--- src/rtl/multicycle_control_if.sv ---
// Bus bundle between the multi-cycle controller and its datapath/memory side.
// Signal prefixes are from the controller's point of view: i_ enters the
// controller, o_ leaves it.
`timescale 1ns/1ps

interface multicycle_control_if #(
  parameter int ALUOP_W = 2,
  parameter int CNT_W   = 16
);
  logic [10:0]        i_opcode;
  logic               i_zero;
  logic               i_imem_ready;
  logic               i_dmem_ready;

  logic               o_imem_req;
  logic               o_ir_write;
  logic               o_pc_write;
  logic               o_pc_src;
  logic               o_reg2_loc;
  logic               o_uncondbranch;
  logic               o_branch;
  logic               o_mem_read;
  logic               o_mem_to_reg;
  logic               o_mem_write;
  logic               o_alu_src;
  logic               o_reg_write;
  logic [ALUOP_W-1:0] o_alu_op;
  logic [2:0]         o_state;
  logic               o_illegal;
  logic               o_timeout;
  logic [CNT_W-1:0]   o_retired;

  // Controller side
  modport master (
    input  i_opcode, i_zero, i_imem_ready, i_dmem_ready,
    output o_imem_req, o_ir_write, o_pc_write, o_pc_src, o_reg2_loc,
           o_uncondbranch, o_branch, o_mem_read, o_mem_to_reg, o_mem_write,
           o_alu_src, o_reg_write, o_alu_op, o_state, o_illegal, o_timeout,
           o_retired
  );

  // Datapath / memory side
  modport slave (
    output i_opcode, i_zero, i_imem_ready, i_dmem_ready,
    input  o_imem_req, o_ir_write, o_pc_write, o_pc_src, o_reg2_loc,
           o_uncondbranch, o_branch, o_mem_read, o_mem_to_reg, o_mem_write,
           o_alu_src, o_reg_write, o_alu_op, o_state, o_illegal, o_timeout,
           o_retired
  );
endinterface

--- src/rtl/multicycle_control.sv ---
// Multi-cycle control unit for a small LEGv8 subset (ADD/SUB/AND/ORR, LDUR,
// STUR, CBZ, B). Walks FETCH -> DECODE -> EXEC -> [MEM] -> [WB], guards both
// memory waits with a timeout, flags illegal opcodes and counts retirements.
`timescale 1ns/1ps

module multicycle_control #(
  parameter int ALUOP_W = 2,
  parameter int TIMEOUT = 15,
  parameter int CNT_W   = 16
) (
  input  logic                clk,
  input  logic                reset_n,
  multicycle_control_if.master bus
);

  localparam logic [2:0] S_FETCH  = 3'd0;
  localparam logic [2:0] S_DECODE = 3'd1;
  localparam logic [2:0] S_EXEC   = 3'd2;
  localparam logic [2:0] S_MEM    = 3'd3;
  localparam logic [2:0] S_WB     = 3'd4;
  localparam logic [2:0] S_ERR    = 3'd7;

  localparam logic [2:0] C_ILL   = 3'd0;
  localparam logic [2:0] C_RTYPE = 3'd1;
  localparam logic [2:0] C_LDUR  = 3'd2;
  localparam logic [2:0] C_STUR  = 3'd3;
  localparam logic [2:0] C_CBZ   = 3'd4;
  localparam logic [2:0] C_B     = 3'd5;

  localparam logic [ALUOP_W-1:0] ALU_RTYPE  = ALUOP_W'(2'b10);
  localparam logic [ALUOP_W-1:0] ALU_DTYPE  = ALUOP_W'(2'b00);
  localparam logic [ALUOP_W-1:0] ALU_BRANCH = ALUOP_W'(2'b01);

  localparam logic [7:0]       WAIT_LIMIT = 8'(TIMEOUT);
  localparam logic [CNT_W-1:0] CNT_MAX    = {CNT_W{1'b1}};

  logic [2:0]         r_state;
  logic [7:0]         r_wait;
  logic [CNT_W-1:0]   r_retired;
  logic               r_illegal;
  logic               r_timeout;

  logic [2:0]         w_class;
  logic [2:0]         w_next;
  logic               w_set_illegal;
  logic               w_set_timeout;

  logic               w_imem_req;
  logic               w_ir_write;
  logic               w_pc_write;
  logic               w_pc_src;
  logic               w_reg2_loc;
  logic               w_uncondbranch;
  logic               w_branch;
  logic               w_mem_read;
  logic               w_mem_to_reg;
  logic               w_mem_write;
  logic               w_alu_src;
  logic               w_reg_write;
  logic [ALUOP_W-1:0] w_alu_op;

  // Classify the instruction register bits; anything unmatched is illegal
  always_comb begin
    w_class = C_ILL;
    casez (bus.i_opcode)
      11'b10001011000,
      11'b11001011000,
      11'b10001010000,
      11'b10101010000: w_class = C_RTYPE;
      11'b11111000010: w_class = C_LDUR;
      11'b11111000000: w_class = C_STUR;
      11'b10110100???: w_class = C_CBZ;
      11'b000101?????: w_class = C_B;
      default:         w_class = C_ILL;
    endcase
  end

  // Next-state selection; a ready strobe at the wait limit beats the timeout
  always_comb begin
    w_next        = r_state;
    w_set_illegal = 1'b0;
    w_set_timeout = 1'b0;
    case (r_state)
      S_FETCH: begin
        if (bus.i_imem_ready) begin
          w_next = S_DECODE;
        end else if (r_wait >= WAIT_LIMIT) begin
          w_next        = S_ERR;
          w_set_timeout = 1'b1;
        end
      end
      S_DECODE: begin
        if (w_class == C_ILL) begin
          w_next        = S_ERR;
          w_set_illegal = 1'b1;
        end else begin
          w_next = S_EXEC;
        end
      end
      S_EXEC: begin
        case (w_class)
          C_RTYPE:        w_next = S_WB;
          C_LDUR, C_STUR: w_next = S_MEM;
          default:        w_next = S_FETCH;
        endcase
      end
      S_MEM: begin
        if (bus.i_dmem_ready) begin
          w_next = (w_class == C_LDUR) ? S_WB : S_FETCH;
        end else if (r_wait >= WAIT_LIMIT) begin
          w_next        = S_ERR;
          w_set_timeout = 1'b1;
        end
      end
      S_WB:    w_next = S_FETCH;
      S_ERR:   w_next = S_ERR;
      default: w_next = S_FETCH;
    endcase
  end

  // Datapath controls, decoded from the current state and instruction class
  always_comb begin
    w_imem_req     = 1'b0;
    w_ir_write     = 1'b0;
    w_pc_write     = 1'b0;
    w_pc_src       = 1'b0;
    w_reg2_loc     = 1'b0;
    w_uncondbranch = 1'b0;
    w_branch       = 1'b0;
    w_mem_read     = 1'b0;
    w_mem_to_reg   = 1'b0;
    w_mem_write    = 1'b0;
    w_alu_src      = 1'b0;
    w_reg_write    = 1'b0;
    w_alu_op       = '0;
    case (r_state)
      S_FETCH: begin
        w_imem_req = 1'b1;
        w_ir_write = bus.i_imem_ready;
      end
      S_EXEC: begin
        case (w_class)
          C_RTYPE: w_alu_op = ALU_RTYPE;
          C_LDUR: begin
            w_alu_op  = ALU_DTYPE;
            w_alu_src = 1'b1;
          end
          C_STUR: begin
            w_alu_op   = ALU_DTYPE;
            w_alu_src  = 1'b1;
            w_reg2_loc = 1'b1;
          end
          C_CBZ: begin
            w_alu_op   = ALU_BRANCH;
            w_reg2_loc = 1'b1;
            w_branch   = 1'b1;
            w_pc_write = 1'b1;
            w_pc_src   = bus.i_zero;
          end
          C_B: begin
            w_uncondbranch = 1'b1;
            w_pc_write     = 1'b1;
            w_pc_src       = 1'b1;
          end
          default: ;
        endcase
      end
      S_MEM: begin
        if (w_class == C_LDUR) begin
          w_mem_read = 1'b1;
        end else if (w_class == C_STUR) begin
          w_mem_write = 1'b1;
          w_pc_write  = bus.i_dmem_ready;
        end
      end
      S_WB: begin
        w_reg_write  = 1'b1;
        w_mem_to_reg = (w_class == C_LDUR);
        w_pc_write   = 1'b1;
      end
      default: ;
    endcase
  end

  // State, wait counter, sticky error flags and saturating retire count
  always_ff @(posedge clk or negedge reset_n) begin
    if (!reset_n) begin
      r_state   <= S_FETCH;
      r_wait    <= 8'd0;
      r_retired <= '0;
      r_illegal <= 1'b0;
      r_timeout <= 1'b0;
    end else begin
      r_state <= w_next;
      if ((w_next == S_FETCH || w_next == S_MEM) && w_next == r_state) begin
        r_wait <= r_wait + 8'd1;
      end else begin
        r_wait <= 8'd0;
      end
      if (w_pc_write && r_retired != CNT_MAX) begin
        r_retired <= r_retired + CNT_W'(1);
      end
      if (w_set_illegal) begin
        r_illegal <= 1'b1;
      end
      if (w_set_timeout) begin
        r_timeout <= 1'b1;
      end
    end
  end

  assign bus.o_imem_req     = w_imem_req;
  assign bus.o_ir_write     = w_ir_write;
  assign bus.o_pc_write     = w_pc_write;
  assign bus.o_pc_src       = w_pc_src;
  assign bus.o_reg2_loc     = w_reg2_loc;
  assign bus.o_uncondbranch = w_uncondbranch;
  assign bus.o_branch       = w_branch;
  assign bus.o_mem_read     = w_mem_read;
  assign bus.o_mem_to_reg   = w_mem_to_reg;
  assign bus.o_mem_write    = w_mem_write;
  assign bus.o_alu_src      = w_alu_src;
  assign bus.o_reg_write    = w_reg_write;
  assign bus.o_alu_op       = w_alu_op;
  assign bus.o_state        = r_state;
  assign bus.o_illegal      = r_illegal;
  assign bus.o_timeout      = r_timeout;
  assign bus.o_retired      = r_retired;

endmodule

--- src/flat_wrapper.sv ---
// flat-port wrapper written by rule: the top's interface ports become plain ports
module multicycle_control_flat 
#(
  parameter int ALUOP_W = 2,
  parameter int TIMEOUT = 15,
  parameter int CNT_W   = 16
)
  (clk, reset_n, bus_i_opcode, bus_i_zero, bus_i_imem_ready, bus_i_dmem_ready, bus_o_imem_req, bus_o_ir_write, bus_o_pc_write, bus_o_pc_src, bus_o_reg2_loc, bus_o_uncondbranch, bus_o_branch, bus_o_mem_read, bus_o_mem_to_reg, bus_o_mem_write, bus_o_alu_src, bus_o_reg_write, bus_o_alu_op, bus_o_state, bus_o_illegal, bus_o_timeout, bus_o_retired);
  multicycle_control_if #(.ALUOP_W(ALUOP_W), .CNT_W(CNT_W)) bus_i ();
  input  logic clk;
  input  logic reset_n;
  input wire logic [$bits(bus_i.i_opcode)-1:0] bus_i_opcode;
  input wire logic [$bits(bus_i.i_zero)-1:0] bus_i_zero;
  input wire logic [$bits(bus_i.i_imem_ready)-1:0] bus_i_imem_ready;
  input wire logic [$bits(bus_i.i_dmem_ready)-1:0] bus_i_dmem_ready;
  output wire logic [$bits(bus_i.o_imem_req)-1:0] bus_o_imem_req;
  output wire logic [$bits(bus_i.o_ir_write)-1:0] bus_o_ir_write;
  output wire logic [$bits(bus_i.o_pc_write)-1:0] bus_o_pc_write;
  output wire logic [$bits(bus_i.o_pc_src)-1:0] bus_o_pc_src;
  output wire logic [$bits(bus_i.o_reg2_loc)-1:0] bus_o_reg2_loc;
  output wire logic [$bits(bus_i.o_uncondbranch)-1:0] bus_o_uncondbranch;
  output wire logic [$bits(bus_i.o_branch)-1:0] bus_o_branch;
  output wire logic [$bits(bus_i.o_mem_read)-1:0] bus_o_mem_read;
  output wire logic [$bits(bus_i.o_mem_to_reg)-1:0] bus_o_mem_to_reg;
  output wire logic [$bits(bus_i.o_mem_write)-1:0] bus_o_mem_write;
  output wire logic [$bits(bus_i.o_alu_src)-1:0] bus_o_alu_src;
  output wire logic [$bits(bus_i.o_reg_write)-1:0] bus_o_reg_write;
  output wire logic [$bits(bus_i.o_alu_op)-1:0] bus_o_alu_op;
  output wire logic [$bits(bus_i.o_state)-1:0] bus_o_state;
  output wire logic [$bits(bus_i.o_illegal)-1:0] bus_o_illegal;
  output wire logic [$bits(bus_i.o_timeout)-1:0] bus_o_timeout;
  output wire logic [$bits(bus_i.o_retired)-1:0] bus_o_retired;
  assign bus_i.i_opcode = bus_i_opcode;
  assign bus_i.i_zero = bus_i_zero;
  assign bus_i.i_imem_ready = bus_i_imem_ready;
  assign bus_i.i_dmem_ready = bus_i_dmem_ready;
  assign bus_o_imem_req = bus_i.o_imem_req;
  assign bus_o_ir_write = bus_i.o_ir_write;
  assign bus_o_pc_write = bus_i.o_pc_write;
  assign bus_o_pc_src = bus_i.o_pc_src;
  assign bus_o_reg2_loc = bus_i.o_reg2_loc;
  assign bus_o_uncondbranch = bus_i.o_uncondbranch;
  assign bus_o_branch = bus_i.o_branch;
  assign bus_o_mem_read = bus_i.o_mem_read;
  assign bus_o_mem_to_reg = bus_i.o_mem_to_reg;
  assign bus_o_mem_write = bus_i.o_mem_write;
  assign bus_o_alu_src = bus_i.o_alu_src;
  assign bus_o_reg_write = bus_i.o_reg_write;
  assign bus_o_alu_op = bus_i.o_alu_op;
  assign bus_o_state = bus_i.o_state;
  assign bus_o_illegal = bus_i.o_illegal;
  assign bus_o_timeout = bus_i.o_timeout;
  assign bus_o_retired = bus_i.o_retired;
  multicycle_control #(.ALUOP_W(ALUOP_W), .TIMEOUT(TIMEOUT), .CNT_W(CNT_W)) u_core (.clk(clk), .reset_n(reset_n), .bus(bus_i));
endmodule
--- config.mk ---
export PLATFORM = sky130hd
export DESIGN_NAME = multicycle_control_flat
export DESIGN_NICKNAME = d
export VERILOG_FILES = /design/src/rtl/multicycle_control_if.sv /design/src/rtl/multicycle_control.sv /design/src/flat_wrapper.sv
export SDC_FILE = /design/constraint.sdc
export NUM_CORES = 1
export LEC_CHECK = 0
export CAP_MARGIN = 10
export CORE_UTILIZATION = 62
export CTS_CLUSTER_SIZE = 24
export DETAILED_ROUTE_END_ITERATION = 7
export DONT_BUFFER_PORTS = 1
export PLACE_DENSITY = 0.78
export SLEW_MARGIN = 20
export SYNTH_ARGS = -nofsm -noshare
export SYNTH_HDL_FRONTEND = slang
export SYNTH_SLANG_ARGS = --single-unit
--- constraint.sdc ---
create_clock -name clk -period 2.8 [get_ports clk]
set_input_delay 0.28 -clock clk [delete_from_list [all_inputs] [get_ports clk]]
set_output_delay 0.28 -clock clk [all_outputs]
set_load 0.01 [all_outputs]
==> metrics, run 1 <==
Routed WL 2986 um; ordered list of cells on the worst path or3b_2 > a211o_2 > o311a_4 > inv_1; category of the critical setup timing path reg2out; DIE AREA ~2900 um^2; Total Neg Setup Slack 0 ns; number of H-tree levels 2; number of sinks handled by clock tree synthesis 29; Tightest Pin Transition ~0.65 ns; CTS tree built; vias in the first global route between 1,000 and 1,500; final cell utilization of the core 70.42%; maximum achievable frequency 0.4088 GHz; P per Cell Area around 720 nW/um^2; Reg2Reg Capture Point u_core.bus.o_retired[9]$_DFFE_PN0P_; clock tree root driver cell sky130_fd_sc_hd__clkbuf_4; path category of the worst min-delay check in2reg; worst hold stages 2; maximum buffer depth of the clock tree 2; startpoint of the worst-slack reg-to-reg timing path u_core.bus.o_state[2]$_DFF_PN0_; placeable core region 2500 um^2; layout overhead on the synthesized area 7.159%; worst path arrival time around 2.2 ns; flip-flop cell with the highest count after synthesis sky130_fd_sc_hd__dfrtp_1; Worst Path Max Fanout 13; Via density between 6 and 7; Hold Path Origin bus_i_imem_ready; total power consumption of the routed design ~1.3 mW; number of instances resized during post-cts repair 0; unrepaired setup endpoints after global routing false; sequential element share of the synthesized area between 40% and 50%; count of routing violations after the opening detailed-route iteration 26; number of synthesized flops with an enable pin 0; global-route wire length before repair 4588 um; Relative slew margins a little under three fifths; total setup buffers inserted after CTS 0; insertion delay of the later-clocked pin in the worst-skew pair ~0.33 ns; number of design rule violations left after detail routing 0; Unique masters post-synth 50; part of the power in combinational logic between 30% and 40%; I/O pin count between 50 and 60; Synth Instances 157; count of final hold-check violations 0; outcome completed; Worst Setup Start Kind flop; cell-internal power 0.7568 mW; number of antenna repair diodes 0; clock share of power 19.3%; Warnings, synthesis 0; net switching fraction of the power between 40% and 50%; largest net degree at the start of global routing 30; syn_area_per_cell ~10 um^2; IR Drop Worst-Case VDD ~0.57 mV; setup skew after layout approximately 0.0083 ns; length in cells of the worst reg-to-reg path 5; number of synthesized register bits 29; min Tclk post-route ~2.4 ns; number of pins exceeding their max-slew limit in the final report 0; number of detailed-routing iterations run before antenna repair 4; cell area after technology mapping roughly 1600 um^2; number of placement rows 18; Inserted Clock Buffers 5; worst min-delay path endpoint u_core.bus.o_state[0]$_DFF_PN0_; Routed wire per std cell 15.08 um; GRT overflow 0; DP Area roughly 1700 um^2; post-route worst setup slack around 0.35 ns; number of antenna violations at the first check in global routing 0; global-route usage over all layers a little under a quarter; starting utilization of the core area between 60% and 70%; Leakage roughly 0.67 nW; worst setup slack for register-to-register paths 0.49 ns; commonest non-fill, non-tap cell in the layout sky130_fd_sc_hd__dfrtp_1; GPL Wtd Cong 0.8272; Post-Layout Cell Count a little under 200; post-route cell area approximately 1800 um^2; cell with the largest stage delay on the worst path sky130_fd_sc_hd__or3b_2; switching component of the power around 0.51 mW; count of endpoints failing setup in the final report 0; height of the die between 50 and 60 um; post-route worst hold slack roughly 0.18 ns; Post-synth ARST share 100.0%; Required @ worst endpoint around 2.5 ns; via count approximately 1,200; PortBufs 0; Cells after DPL between 150 and 200; most frequent cells in the layout 29 x sky130_fd_sc_hd__dfrtp_1, 14 x sky130_fd_sc_hd__nor2_1, 13 x sky130_fd_sc_hd__xor2_1, 10 x sky130_fd_sc_hd__nand3_1, 8 x sky130_fd_sc_hd__nor3_1; number of nets still failing antenna checks after routing 0; share of total power in sequential cells a little under half; Die W around 53 um; count of maximum capacitance violations 0; kind of end point of the critical path output port; worst setup timing slack at the placement stage between 0.2 and 0.3 ns; cts-stage hold buffer count 2; Reg clk slew, reported paths about 0.090 ns; share of the cycle needed by the critical path after routing 87.37%; number of nets in the finished design about 190; slowest stage delay, CP 0.55 ns; HPWL after detailed placement 2204 um; share of post-route cells with drive strength above 1 roughly a fifth
-- worst max path at each step --
| stage | from | endpoint | slack (ns) |
|---|---|---|---|
| after floorplan | bus_i_opcode[5] | u_core.bus.o_retired[13]$_DFFE_PN0P_ | 0.33 |
| after global placement | bus_i_opcode[5] | u_core.bus.o_retired[1]$_DFFE_PN0P_ | 0.33 |
| after detailed placement | bus_i_opcode[5] | u_core.bus.o_retired[9]$_DFFE_PN0P_ | 0.29 |
| after CTS | u_core.bus.o_state[2]$_DFF_PN0_ | bus_o_pc_write | 0.35 |
| after global routing | u_core.bus.o_state[2]$_DFF_PN0_ | bus_o_pc_write | 0.27 |
| final | u_core.bus.o_state[2]$_DFF_PN0_ | bus_o_pc_write | 0.35 |
-- flip-flops by register name, indices dropped and copies added, names as in the netlist --
register / flops
u_core.bus.o_illegal: 1
u_core.bus.o_retired: 16
u_core.bus.o_state: 3
u_core.bus.o_timeout: 1
u_core.r_wait: 8
-- routing by layer --
metal | global-route usage, % | vias to the layer above | wire length [um] | part of all wire, %
met4 | 8.772 | 0 | 41 | 1.4
li1 | - | 591 | - | -
met3 | 9.770 | 6 | 206 | 6.9
met1 | 25.09 | 597 | 1298 | 43
met2 | 39.58 | 45 | 1439 | 48
met5 | 0 | - | 0 | 0
-- final cells by class --
type | instances | area (um^2)
Clock buffer | 5 | 37.54
Clock inverter | 3 | 17.52
Fill cell | 196 | 739.5
Inverter | 6 | 22.52
Multi-Input combinational cell | 119 | 859.6
Sequential cell | 29 | 725.7
Tap cell | 30 | 37.54
Timing Repair Buffer | 6 | 60.06
-- Yosys cell counts (4+ instances only) --
library cell              count  area [um^2]
sky130_fd_sc_hd__o21ai_0      4        20.02
sky130_fd_sc_hd__inv_1        6        22.52
sky130_fd_sc_hd__dfrtp_1     29        725.7
sky130_fd_sc_hd__nor3_1       8        40.04
sky130_fd_sc_hd__nand4_1      4        25.02
sky130_fd_sc_hd__nor2_1      14        52.55
sky130_fd_sc_hd__xor2_1      13        113.9
sky130_fd_sc_hd__xnor2_1      4        35.03
sky130_fd_sc_hd__nand2_1      5        18.77
sky130_fd_sc_hd__nand3_1     10        50.05
sky130_fd_sc_hd__nor4_1       4        25.02
-- critical path, delay by kind of cell (launching register included) --
family | cells | cell delay (ns)
AOI/OAI and AO/OA | 2 | 0.60
and+or+nand+nor | 1 | 0.55
DFF | 1 | 0.51
buffers and inverters | 1 | 0.18
-- power groups by stage --
stage               registers (mW)  logic (mW)  clock network (mW)
floorplan                    0.610       0.337                   0
global placement             0.616       0.390                   0
detailed placement           0.619       0.403                   0
CTS                          0.610       0.418               0.248
global route                 0.623       0.464               0.272
finish                       0.609       0.417               0.245
-- cell families (layout without fill, tap and decap cells) --
logic type,count (synthesis),after routing,synth area share [%]
and+or+nand+nor,73,73,29.32
DFF,29,29,44.17
AOI/OAI and AO/OA,21,21,10.13
xor gates and xnor gates,17,17,9.063
buffers and inverters,12,20,4.189
adders and majority gates,2,2,1.523
muxes,2,2,1.371
other,1,4,0.2283
(Power assumes the default switching activity.)
==> inputs of run 2 (changes only) <==
- CORE_UTILIZATION: 62 -> 60
- PLACE_DENSITY: 0.78 -> 0.76
==> run 2 against run 1 <==
Die area is 3.2% higher; worst setup slack better by 0.023 ns; core utilization is 0.83 points lower.
==> metrics, run 2 (synthesized netlist as in run 1, its figures left out) <==
setup skew after layout roughly 0.015 ns; Via density between 6 and 7; number of placement rows 18; number of pins exceeding their max-slew limit in the final report 0; DIE AREA slightly below 3000 um^2; Worst Path Max Fanout 13; insertion delay of the later-clocked pin in the worst-skew pair 0.33 ns; number of H-tree levels 2; Reg clk slew, reported paths roughly 0.080 ns; number of design rule violations left after detail routing 0; worst path arrival time approximately 2.1 ns; DP Area ~1700 um^2; multi-input gate area in the final layout between 800 and 900 um^2; Inserted Clock Buffers 5; share of the cycle needed by the critical path after routing ~87%; total setup buffers inserted after CTS 0; kind of end point of the critical path output port; Worst Setup Start Kind flop; largest net degree at the start of global routing 30; starting utilization of the core area between 60% and 70%; Relative slew margins about 64%; Routed WL roughly 3100 um; GRT overflow 0; post-route cell area around 1800 um^2; P per Cell Area ~710 nW/um^2; clock tree root driver cell sky130_fd_sc_hd__clkbuf_4; Routed wire per std cell between 15 and 20 um; unrepaired setup endpoints after global routing false; category of the critical setup timing path reg2out; height of the die between 50 and 60 um; global-route usage over all layers between 20% and 30%; PortBufs 0; vias in the first global route 1,144; Die W 54.33 um; count of endpoints failing setup in the final report 0; number of nets still failing antenna checks after routing 0; CTS tree built; number of antenna violations at the first check in global routing 0; min Tclk post-route 2.423 ns; count of routing violations after the opening detailed-route iteration 17; most frequent cells in the layout 29 x sky130_fd_sc_hd__dfrtp_1, 14 x sky130_fd_sc_hd__nor2_1, 13 x sky130_fd_sc_hd__xor2_1, 10 x sky130_fd_sc_hd__nand3_1, 8 x sky130_fd_sc_hd__nor3_1; Leakage approximately 0.67 nW; HPWL after detailed placement roughly 2300 um; number of instances resized during post-cts repair 0; count of final hold-check violations 0; I/O pin count 51; commonest non-fill, non-tap cell in the layout sky130_fd_sc_hd__dfrtp_1; number of nets in the finished design about 190; global-route wire length before repair 4864 um; path category of the worst min-delay check in2reg; Required @ worst endpoint 2.52 ns; fillcell total 207; number of detailed-routing iterations run before antenna repair 4; GPL Wtd Cong slightly above 0.8; maximum achievable frequency about 0.41 GHz; number of sinks handled by clock tree synthesis 29; outcome completed; Largest register FFs 16; share of post-route cells with drive strength above 1 19.16%; number of antenna repair diodes 0; Tightest Pin Transition 0.5458 ns; placeable core region ~2500 um^2; via count ~1,200; sequential standard cell area 725.7 um^2; count of maximum capacitance violations 0; maximum buffer depth of the clock tree 2; Total Neg Setup Slack 0 ns; IR Drop Worst-Case VDD around 0.52 mV; layout overhead on the synthesized area 6.854%
==> run 2: where the power goes <==
part / internal (mW) / leakage (nW) / switching (mW)
Clock: 0.0868 / 0.0269 / 0.131
Sequential: 0.494 / 0.332 / 0.118
Combinational: 0.168 / 0.313 / 0.249
Total: 0.749 / 0.672 / 0.498
==> run 2: repair_timing <==
action	4_1_cts	5_1_grt
endpoints found under the setup margin	0	0
hold endpoints to repair	29	0
hold buffers	2	0
==> run 2: critical path: stages (launching register included) <==
cell and delay [ns]:
sky130_fd_sc_hd__dfrtp_1 0.50, sky130_fd_sc_hd__or3b_2 0.55, sky130_fd_sc_hd__a211o_2 0.38, sky130_fd_sc_hd__o311a_4 0.22, sky130_fd_sc_hd__inv_1 0.18
==> run 2: stage by stage <==
stage,power (mW),util [%],setup slack [ns],instances,hold slack [ns]
after global routing,1.341,69.59,0.2520,197,0.2087
after global placement,1.009,66.72,0.3327,189,-0.01444
final,1.247,69.59,0.3766,197,0.2262
after floorplan,0.9468,-,0.3259,160,-0.01559
after CTS,1.258,69.59,0.3663,197,0.2076
after detailed placement,1.024,66.72,0.2971,189,-0.01498
==> run 2: cell type report <==
type / instances / area share (%)
Clock buffer: 5 / 2.138
Inverter: 6 / 1.283
Multi-Input combinational cell: 119 / 48.97
Tap cell: 30 / 2.138
Clock inverter: 1 / 0.2851
Sequential cell: 29 / 41.34
Timing Repair Buffer: 7 / 3.849
==> run 2: worst paths after layout <==
path,cells after the start,from,to,slack [ns]
worst max-delay path,4,u_core.bus.o_state[2]$_DFF_PN0_,bus_o_pc_write,0.38
worst min-delay path,2,bus_i_imem_ready,u_core.bus.o_state[0]$_DFF_PN0_,0.23
worst max register to register,5,u_core.bus.o_state[2]$_DFF_PN0_,u_core.bus.o_retired[1]$_DFFE_PN0P_,0.49
worst min register to register,1,u_core.r_wait[0]$_DFF_PN0_,u_core.r_wait[0]$_DFF_PN0_,0.47
max in group asynchronous,2,reset_n,u_core.r_wait[0]$_DFF_PN0_,2.23
min in group asynchronous,2,reset_n,u_core.bus.o_retired[12]$_DFFE_PN0P_,0.40
==> run 2: routing by layer <==
metal / GRT usage [%] / vias to the layer above / wire length, um / part of all wire, %
met4: 7.692 / 0 / 31 / 0.99
met1: 30.50 / 575 / 1406 / 45
met5: 0 / - / 0 / 0
met3: 9.444 / 6 / 212 / 6.8
li1: - / 595 / - / -
met2: 37.40 / 44 / 1482 / 47
